## config.mk

```make
export PLATFORM = sky130hd
export DESIGN_NAME = fft_twiddle_gen
export DESIGN_NICKNAME = d
export VERILOG_FILES = /design/src/rtl/fft_tw_pkg.sv /design/src/rtl/fft_qcos_rom.sv /design/src/rtl/fft_twiddle_gen.sv
export SDC_FILE = /design/constraint.sdc
export NUM_CORES = 1
export LEC_CHECK = 0
export BUFFER_PORTS_ARGS = -buffer_cell sky130_fd_sc_hd__buf_4
export CORE_UTILIZATION = 30
export DETAILED_ROUTE_END_ITERATION = 16
export GPL_TIMING_DRIVEN = 0
export HOLD_SLACK_MARGIN = 0.12
export PLACE_DENSITY = 0.52
export SKIP_LAST_GASP = 1
export SLEW_MARGIN = 10
export SYNTH_ARGS = -nofsm -noshare
export SYNTH_HDL_FRONTEND = slang
export SYNTH_SLANG_ARGS = --single-unit
```

## constraint.sdc

```tcl
create_clock -name clk -period 6.47 [get_ports clk]
set_input_delay 1.294 -clock clk [delete_from_list [all_inputs] [get_ports clk]]
set_output_delay 1.294 -clock clk [all_outputs]
set_load 0.05 [all_outputs]
```

## src/rtl/fft_tw_pkg.sv

```systemverilog
// ---------------------------------------------------------------------------
// fft_tw_pkg: shared sizing helpers, FSM states and quarter-wave cosine math.
// Rev 1.0
// ---------------------------------------------------------------------------
`default_nettype none

package fft_tw_pkg;

  localparam int LOG2N_DEF = 5;

  typedef enum logic [1:0] {
    ST_IDLE  = 2'd0,
    ST_RUN   = 2'd1,
    ST_DRAIN = 2'd2
  } state_e;

  function automatic int fft_n(input int log2n);
    return 1 << log2n;
  endfunction

  function automatic int fft_half(input int log2n);
    return 1 << (log2n - 1);
  endfunction

  function automatic int fft_quarter(input int log2n);
    return 1 << (log2n - 2);
  endfunction

  function automatic int idx_w(input int log2n);
    return log2n - 1;
  endfunction

  function automatic int stage_w(input int log2n);
    return $clog2(log2n);
  endfunction

  // Entries are all in the first quadrant, so +0.5 then truncate rounds to nearest.
  function automatic int qcos_val(input int log2n, input int frac, input int i);
    real ang;
    real v;
    ang = 2.0 * 3.14159265358979323846 * real'(i) / real'(fft_n(log2n));
    v   = $cos(ang) * real'(1 << frac);
    return $rtoi(v + 0.5);
  endfunction

endpackage

`default_nettype wire

```

## src/rtl/fft_qcos_rom.sv

```systemverilog
// ---------------------------------------------------------------------------
// fft_qcos_rom: quarter-wave cosine table, two read ports, shared enable.
// Rev 1.0
// ---------------------------------------------------------------------------
`default_nettype none

module fft_qcos_rom
  import fft_tw_pkg::*;
#(
  parameter int LOG2N = LOG2N_DEF,
  parameter int DW    = 16,
  parameter int FRAC  = 8,
  parameter int AW    = LOG2N - 1
) (
  input  logic          clk,
  input  logic          en_i,
  input  logic [AW-1:0] addr0_i,
  input  logic [AW-1:0] addr1_i,
  output logic [DW-1:0] data0_o,
  output logic [DW-1:0] data1_o
);

  localparam int DEPTH = fft_quarter(LOG2N) + 1;

  logic [DW-1:0] tab [DEPTH];
  logic [DW-1:0] data0_q;
  logic [DW-1:0] data1_q;

  for (genvar gi = 0; gi < DEPTH; gi++) begin : g_tab
    localparam int CV = qcos_val(LOG2N, FRAC, gi);
    assign tab[gi] = DW'(CV);
  end

  always_ff @(posedge clk) begin
    if (en_i) begin
      data0_q <= tab[addr0_i];
      data1_q <= tab[addr1_i];
    end
  end

  assign data0_o = data0_q;
  assign data1_o = data1_q;

endmodule

`default_nettype wire

```

## src/rtl/fft_twiddle_gen.sv

```systemverilog
// ---------------------------------------------------------------------------
// fft_twiddle_gen: streams W_N^k for every butterfly of every radix-2 stage.
// Rev 1.0
// ---------------------------------------------------------------------------
`default_nettype none

module fft_twiddle_gen
  import fft_tw_pkg::*;
#(
  parameter int LOG2N = LOG2N_DEF,
  parameter int DW    = 16,
  parameter int FRAC  = 8
) (
  input  logic                      clk,
  input  logic                      rst,
  input  logic                      start_i,
  input  logic                      inverse_i,
  output logic                      busy_o,
  output logic                      done_o,
  output logic                      tw_valid_o,
  input  logic                      tw_ready_i,
  output logic [DW-1:0]             tw_re_o,
  output logic [DW-1:0]             tw_im_o,
  output logic [idx_w(LOG2N)-1:0]   tw_k_o,
  output logic [stage_w(LOG2N)-1:0] tw_stage_o,
  output logic                      tw_last_o
);

  localparam int KW = idx_w(LOG2N);
  localparam int SW = stage_w(LOG2N);
  localparam int NH = fft_half(LOG2N);
  localparam int NQ = fft_quarter(LOG2N);

  state_e        state_q;
  logic [SW-1:0] s_q;
  logic [KW-1:0] b_q;
  logic          inv_q, busy_q, done_q;

  logic          v1_q, last1_q, neg_re1_q;
  logic [KW-1:0] k1_q;
  logic [SW-1:0] s1_q;

  logic          tw_valid_q, tw_last_q;
  logic [DW-1:0] tw_re_q, tw_im_q;
  logic [KW-1:0] tw_k_q;
  logic [SW-1:0] tw_stage_q;

  logic          adv, issue, b_last, s_last, last_hs, upper_d;
  logic [KW-1:0] mask_d, k_d, addr_re_d, addr_im_d;
  logic [SW-1:0] shamt_d;
  logic [DW-1:0] rom_re, rom_im, re_d, im_d;

  assign adv     = !tw_valid_q || tw_ready_i;
  // Index 0 is issued in the accept cycle itself so the first word lands two cycles later.
  assign issue   = adv && ((state_q == ST_IDLE && start_i) || state_q == ST_RUN);
  assign b_last  = (b_q == KW'(NH - 1));
  assign s_last  = (s_q == SW'(LOG2N - 1));
  assign last_hs = tw_valid_q && tw_ready_i && tw_last_q;

  always_comb begin
    mask_d    = KW'((32'd1 << s_q) - 32'd1);
    shamt_d   = SW'(KW) - s_q;
    k_d       = (b_q & mask_d) << shamt_d;
    upper_d   = (int'(k_d) > NQ);
    addr_re_d = upper_d ? KW'(NH - int'(k_d)) : k_d;
    addr_im_d = upper_d ? KW'(int'(k_d) - NQ) : KW'(NQ - int'(k_d));
  end

  fft_qcos_rom #(
    .LOG2N (LOG2N),
    .DW    (DW),
    .FRAC  (FRAC),
    .AW    (KW)
  ) u_rom (
    .clk     (clk),
    .en_i    (adv),
    .addr0_i (addr_re_d),
    .addr1_i (addr_im_d),
    .data0_o (rom_re),
    .data1_o (rom_im)
  );

  // The imaginary part is always -C[...] before conjugation.
  assign re_d = neg_re1_q ? (-rom_re) : rom_re;
  assign im_d = inv_q ? rom_im : (-rom_im);

  always_ff @(posedge clk or posedge rst) begin
    if (rst) begin
      state_q <= ST_IDLE;
      s_q     <= '0;
      b_q     <= '0;
      inv_q   <= 1'b0;
      busy_q  <= 1'b0;
      done_q  <= 1'b0;
    end else begin
      done_q <= 1'b0;
      if (issue) begin
        if (b_last) begin
          b_q <= '0;
          s_q <= s_last ? '0 : s_q + 1'b1;
        end else begin
          b_q <= b_q + 1'b1;
        end
      end
      case (state_q)
        ST_IDLE: begin
          if (start_i) begin
            state_q <= ST_RUN;
            inv_q   <= inverse_i;
            busy_q  <= 1'b1;
          end
        end
        ST_RUN: begin
          if (issue && b_last && s_last) state_q <= ST_DRAIN;
        end
        ST_DRAIN: begin
          if (last_hs) begin
            state_q <= ST_IDLE;
            busy_q  <= 1'b0;
            done_q  <= 1'b1;
          end
        end
        default: state_q <= ST_IDLE;
      endcase
    end
  end

  always_ff @(posedge clk or posedge rst) begin
    if (rst) begin
      v1_q       <= 1'b0;
      last1_q    <= 1'b0;
      neg_re1_q  <= 1'b0;
      k1_q       <= '0;
      s1_q       <= '0;
      tw_valid_q <= 1'b0;
      tw_last_q  <= 1'b0;
      tw_re_q    <= '0;
      tw_im_q    <= '0;
      tw_k_q     <= '0;
      tw_stage_q <= '0;
    end else if (adv) begin
      v1_q <= issue;
      if (issue) begin
        last1_q   <= b_last && s_last;
        neg_re1_q <= upper_d;
        k1_q      <= k_d;
        s1_q      <= s_q;
      end
      tw_valid_q <= v1_q;
      tw_last_q  <= v1_q && last1_q;
      if (v1_q) begin
        tw_re_q    <= re_d;
        tw_im_q    <= im_d;
        tw_k_q     <= k1_q;
        tw_stage_q <= s1_q;
      end
    end
  end

  assign busy_o     = busy_q;
  assign done_o     = done_q;
  assign tw_valid_o = tw_valid_q;
  assign tw_last_o  = tw_last_q;
  assign tw_re_o    = tw_re_q;
  assign tw_im_o    = tw_im_q;
  assign tw_k_o     = tw_k_q;
  assign tw_stage_o = tw_stage_q;

endmodule

`default_nettype wire

```

==> run metrics <==
Nets between 500 and 600; post-cts sizing count 0; Worst Tran Pin Value between 800 and 900 ps; drt drc 0; Mapped Nets between 400 and 500; RSZ-0062 raised after global routing no; Crit Path Max Fanout 11; Fin Setup TNS 0 ps; Worst Setup End Kind flop; pwr dens 502 nW/um^2; Die X approximately 120 um; Root Driver clkbuf_16; die area 15200 sq um; # IOs 48; post-layout min period between 4000 and 5000 ps; I/O Buffers 47; Top Family by Delay on Critical Path buffers and inverters; worst vdd rail ir drop between 150 and 200 uV; Min-Delay Path Class flop to flop; CTS Hold Bufs 0; site row count between 40 and 50; Clock Skews 9.12 ps; Mapped Area between 4000 and 5000 sq um; clock sink count about 80; largest net degree at the start of global routing 64; CTS buffer count 9; Overflow after GRT 0; CTS tree built; H-tree levels 3; Synth warnings 0; initial detailed-routing violation count 254; asr flop ratio synth around 78%; Placer Congestion slightly below 0.9; final instance area between 5000 and 6000 sq um; critical path depth 17; final setup violation count 0; starting density of the core approximately 31%; Critical Path Start Type flop; dpl cell area approximately 5000 sq um; later-pin clock latency in the skew report around 330 ps; Clock Tree Buf Depth 2; final core occ 37.4%; via count roughly 3700; share of cells above drive strength 1 between 10% and 20%; crit-path cells buf_6 > inv_1 > ha_1 > ha_1 > nand2b_1 > o22ai_1 > and2_1 > inv_1 > clkbuf_1 > ha_1 > clkbuf_1 > inv_1 > a31o_2 > clkbuf_1 > a21oi_1 > a2111oi_0 > o32ai_1; fmax about 220 MHz; gr usage total around 15%; syn avg cell area about 9.5 sq um; post-CTS setup buffers 0; Die Ht 123 um; Slew headroom between 40% and 50%; drt first pass iters 5; Static Leak approximately 2.3 nW; Distinct cells, synth 61; DRT antenna net count 0; Worst-path clk slew ~60 ps; core area 14100 sq um; Post-synth EDFFs 18; vias in the first global route around 3600; Layout area overhead 19.4%; post-route clock period utilization between 70% and 80%; Post-DP HPWL around 8000 um; max cap viols 0; slowest CP cell a2111oi_0; initial antenna violation count 0; Detailed Route WL approximately 11000 um; drt via density ~5.2; status finished, final reports clean; critical setup path kind flop to flop; crit-path max cell delay about 440 ps; final hold vios 0; number of stages on the worst hold path 2; depth of the worst register-to-register path 17; Main synth FF type dfrtp_1; routed length per instance between 15 and 20 um; max-slew violation count 0; Buffers & Inverters on Critical Path 7; Critical Path AT between 4000 and 5000 ps; register bit total from synthesis between 80 and 90; fraction of the yosys area taken by sequential cells 48.0%; global-route wire length before repair around 18000 um; Post-Synthesis Cells 463; diode count 0; Req. time, crit path between 6000 and 7000 ps
==> power by group <==
group | total (W) | internal [W] | switching (W)
sequential | 0.000815 | 0.000699 | 0.000116
clock | 0.000479 | 0.000263 | 0.000216
combinational | 0.00135 | 0.000469 | 0.000884
==> worst register-to-register path: stages, from the launching register on <==
cell	delay (ps)
dfrtp_1	390
buf_6	150
inv_1	110
ha_1	230
ha_1	200
nand2b_1	200
o22ai_1	330
and2_1	240
inv_1	80
clkbuf_1	270
ha_1	290
clkbuf_1	180
inv_1	290
a31o_2	160
clkbuf_1	380
a21oi_1	210
a2111oi_0	440
o32ai_1	180
==> flip-flops by register name, indices dropped and copies added, names as in the netlist, 4 cells and up <==
name	count
tw_re_o	16
u_rom.data0_o	9
tw_im_o	16
k1_q	4
u_rom.data1_o	9
b_q	4
tw_k_o	4
==> worst paths after layout <==
check | slack, ps | to | startpoint
max | 1880 | u_rom.data0_o[4]$_SDFFCE_PP0N_ | s_q[0]$_DFFE_PP0P_
min | 470 | last1_q$_DFFE_PP0P_ | last1_q$_DFFE_PP0P_
max reg2reg | 1880 | u_rom.data0_o[4]$_SDFFCE_PP0N_ | s_q[0]$_DFFE_PP0P_
min reg2reg | 470 | last1_q$_DFFE_PP0P_ | last1_q$_DFFE_PP0P_
max in group asynchronous | 4850 | tw_re_o[2]$_DFFE_PP0P_ | rst
min in group asynchronous | 1110 | done_o$_DFF_PP0_ | rst
==> synth_stat cells (all sizes together), types with 3 or more instances <==
| cell | instances | area, sq um |
|---|---|---|
| nand3 | 9 | 45.0 |
| o31ai | 7 | 52.6 |
| nor4 | 3 | 18.8 |
| and3 | 3 | 18.8 |
| o22ai | 9 | 56.3 |
| ha | 12 | 150 |
| o211ai | 4 | 30.0 |
| nand4 | 3 | 18.8 |
| a21o | 20 | 150 |
| a21oi | 22 | 110 |
| buf | 6 | 50.0 |
| nor2b | 3 | 18.8 |
| edfxtp | 18 | 541 |
| xnor2 | 11 | 96.3 |
| a211oi | 4 | 30.0 |
| nor3b | 3 | 22.5 |
| nor3 | 14 | 75.1 |
| nand2 | 62 | 233 |
| dfrtp | 63 | 1580 |
| nand2b | 9 | 63.8 |
| a31oi | 7 | 43.8 |
| clkbuf | 24 | 90.1 |
| nor2 | 31 | 133 |
| o21ai | 47 | 239 |
| mux2 | 9 | 101 |
| inv | 17 | 63.8 |
| xor2 | 7 | 61.3 |
| a31o | 3 | 26.3 |
| o21bai | 3 | 22.5 |
==> routing by layer <==
metal | GRT usage [%] | vias to the layer above | wire length, um
li1 | - | 1783 | -
met1 | 20.5 | 1772 | 5240
met2 | 25.1 | 88 | 5300
met3 | 2.63 | 9 | 457
met4 | 4.67 | 0 | 115
met5 | 0 | - | 0
==> cell type report <==
| class | count | area (sq um) |
|---|---|---|
| buffer | 30 | 140 |
| inverter | 17 | 66.3 |
| multi-input combinational | 335 | 2090 |
| fill | 1437 | 8830 |
| clock inverter | 7 | 51.3 |
| timing repair buffer | 47 | 353 |
| clock buffer | 9 | 225 |
| tap | 180 | 225 |
| sequential | 81 | 2120 |
==> metrics by stage <==
step                std cells  setup WS, ps  total power (W)  hold slack (ps)
floorplan                 463          2820          0.00180              438
global route              706          1610          0.00282              496
CTS                       706          1960          0.00266              475
detailed placement        690          1980          0.00217              461
finish                    706          1880          0.00265              472
global placement          690          1970          0.00216              452
==> kinds of logic after synthesis <==
family	synth area share [%]
compound gates	21.9
xor+xnor	3.57
fa+ha+maj	3.40
buf+inv	4.62
flops	48.0
mux	2.75
simple gates	15.7
==> layout by cell type, fill, tap and decap left out, types with 12 or more instances in the layout <==
| cell type | Yosys | layout |
|---|---|---|
| buf_4 | 0 | 47 |
| ha_1 | 12 | 12 |
| dfrtp_1 | 63 | 63 |
| nor3_1 | 13 | 13 |
| nand2_1 | 62 | 62 |
| nor2_1 | 30 | 30 |
| inv_1 | 17 | 16 |
| clkbuf_1 | 24 | 24 |
| o21ai_0 | 44 | 44 |
| a21o_1 | 20 | 20 |
| edfxtp_1 | 18 | 18 |
| a21oi_1 | 22 | 22 |
Note: power is estimated with default switching activity, not from simulation.
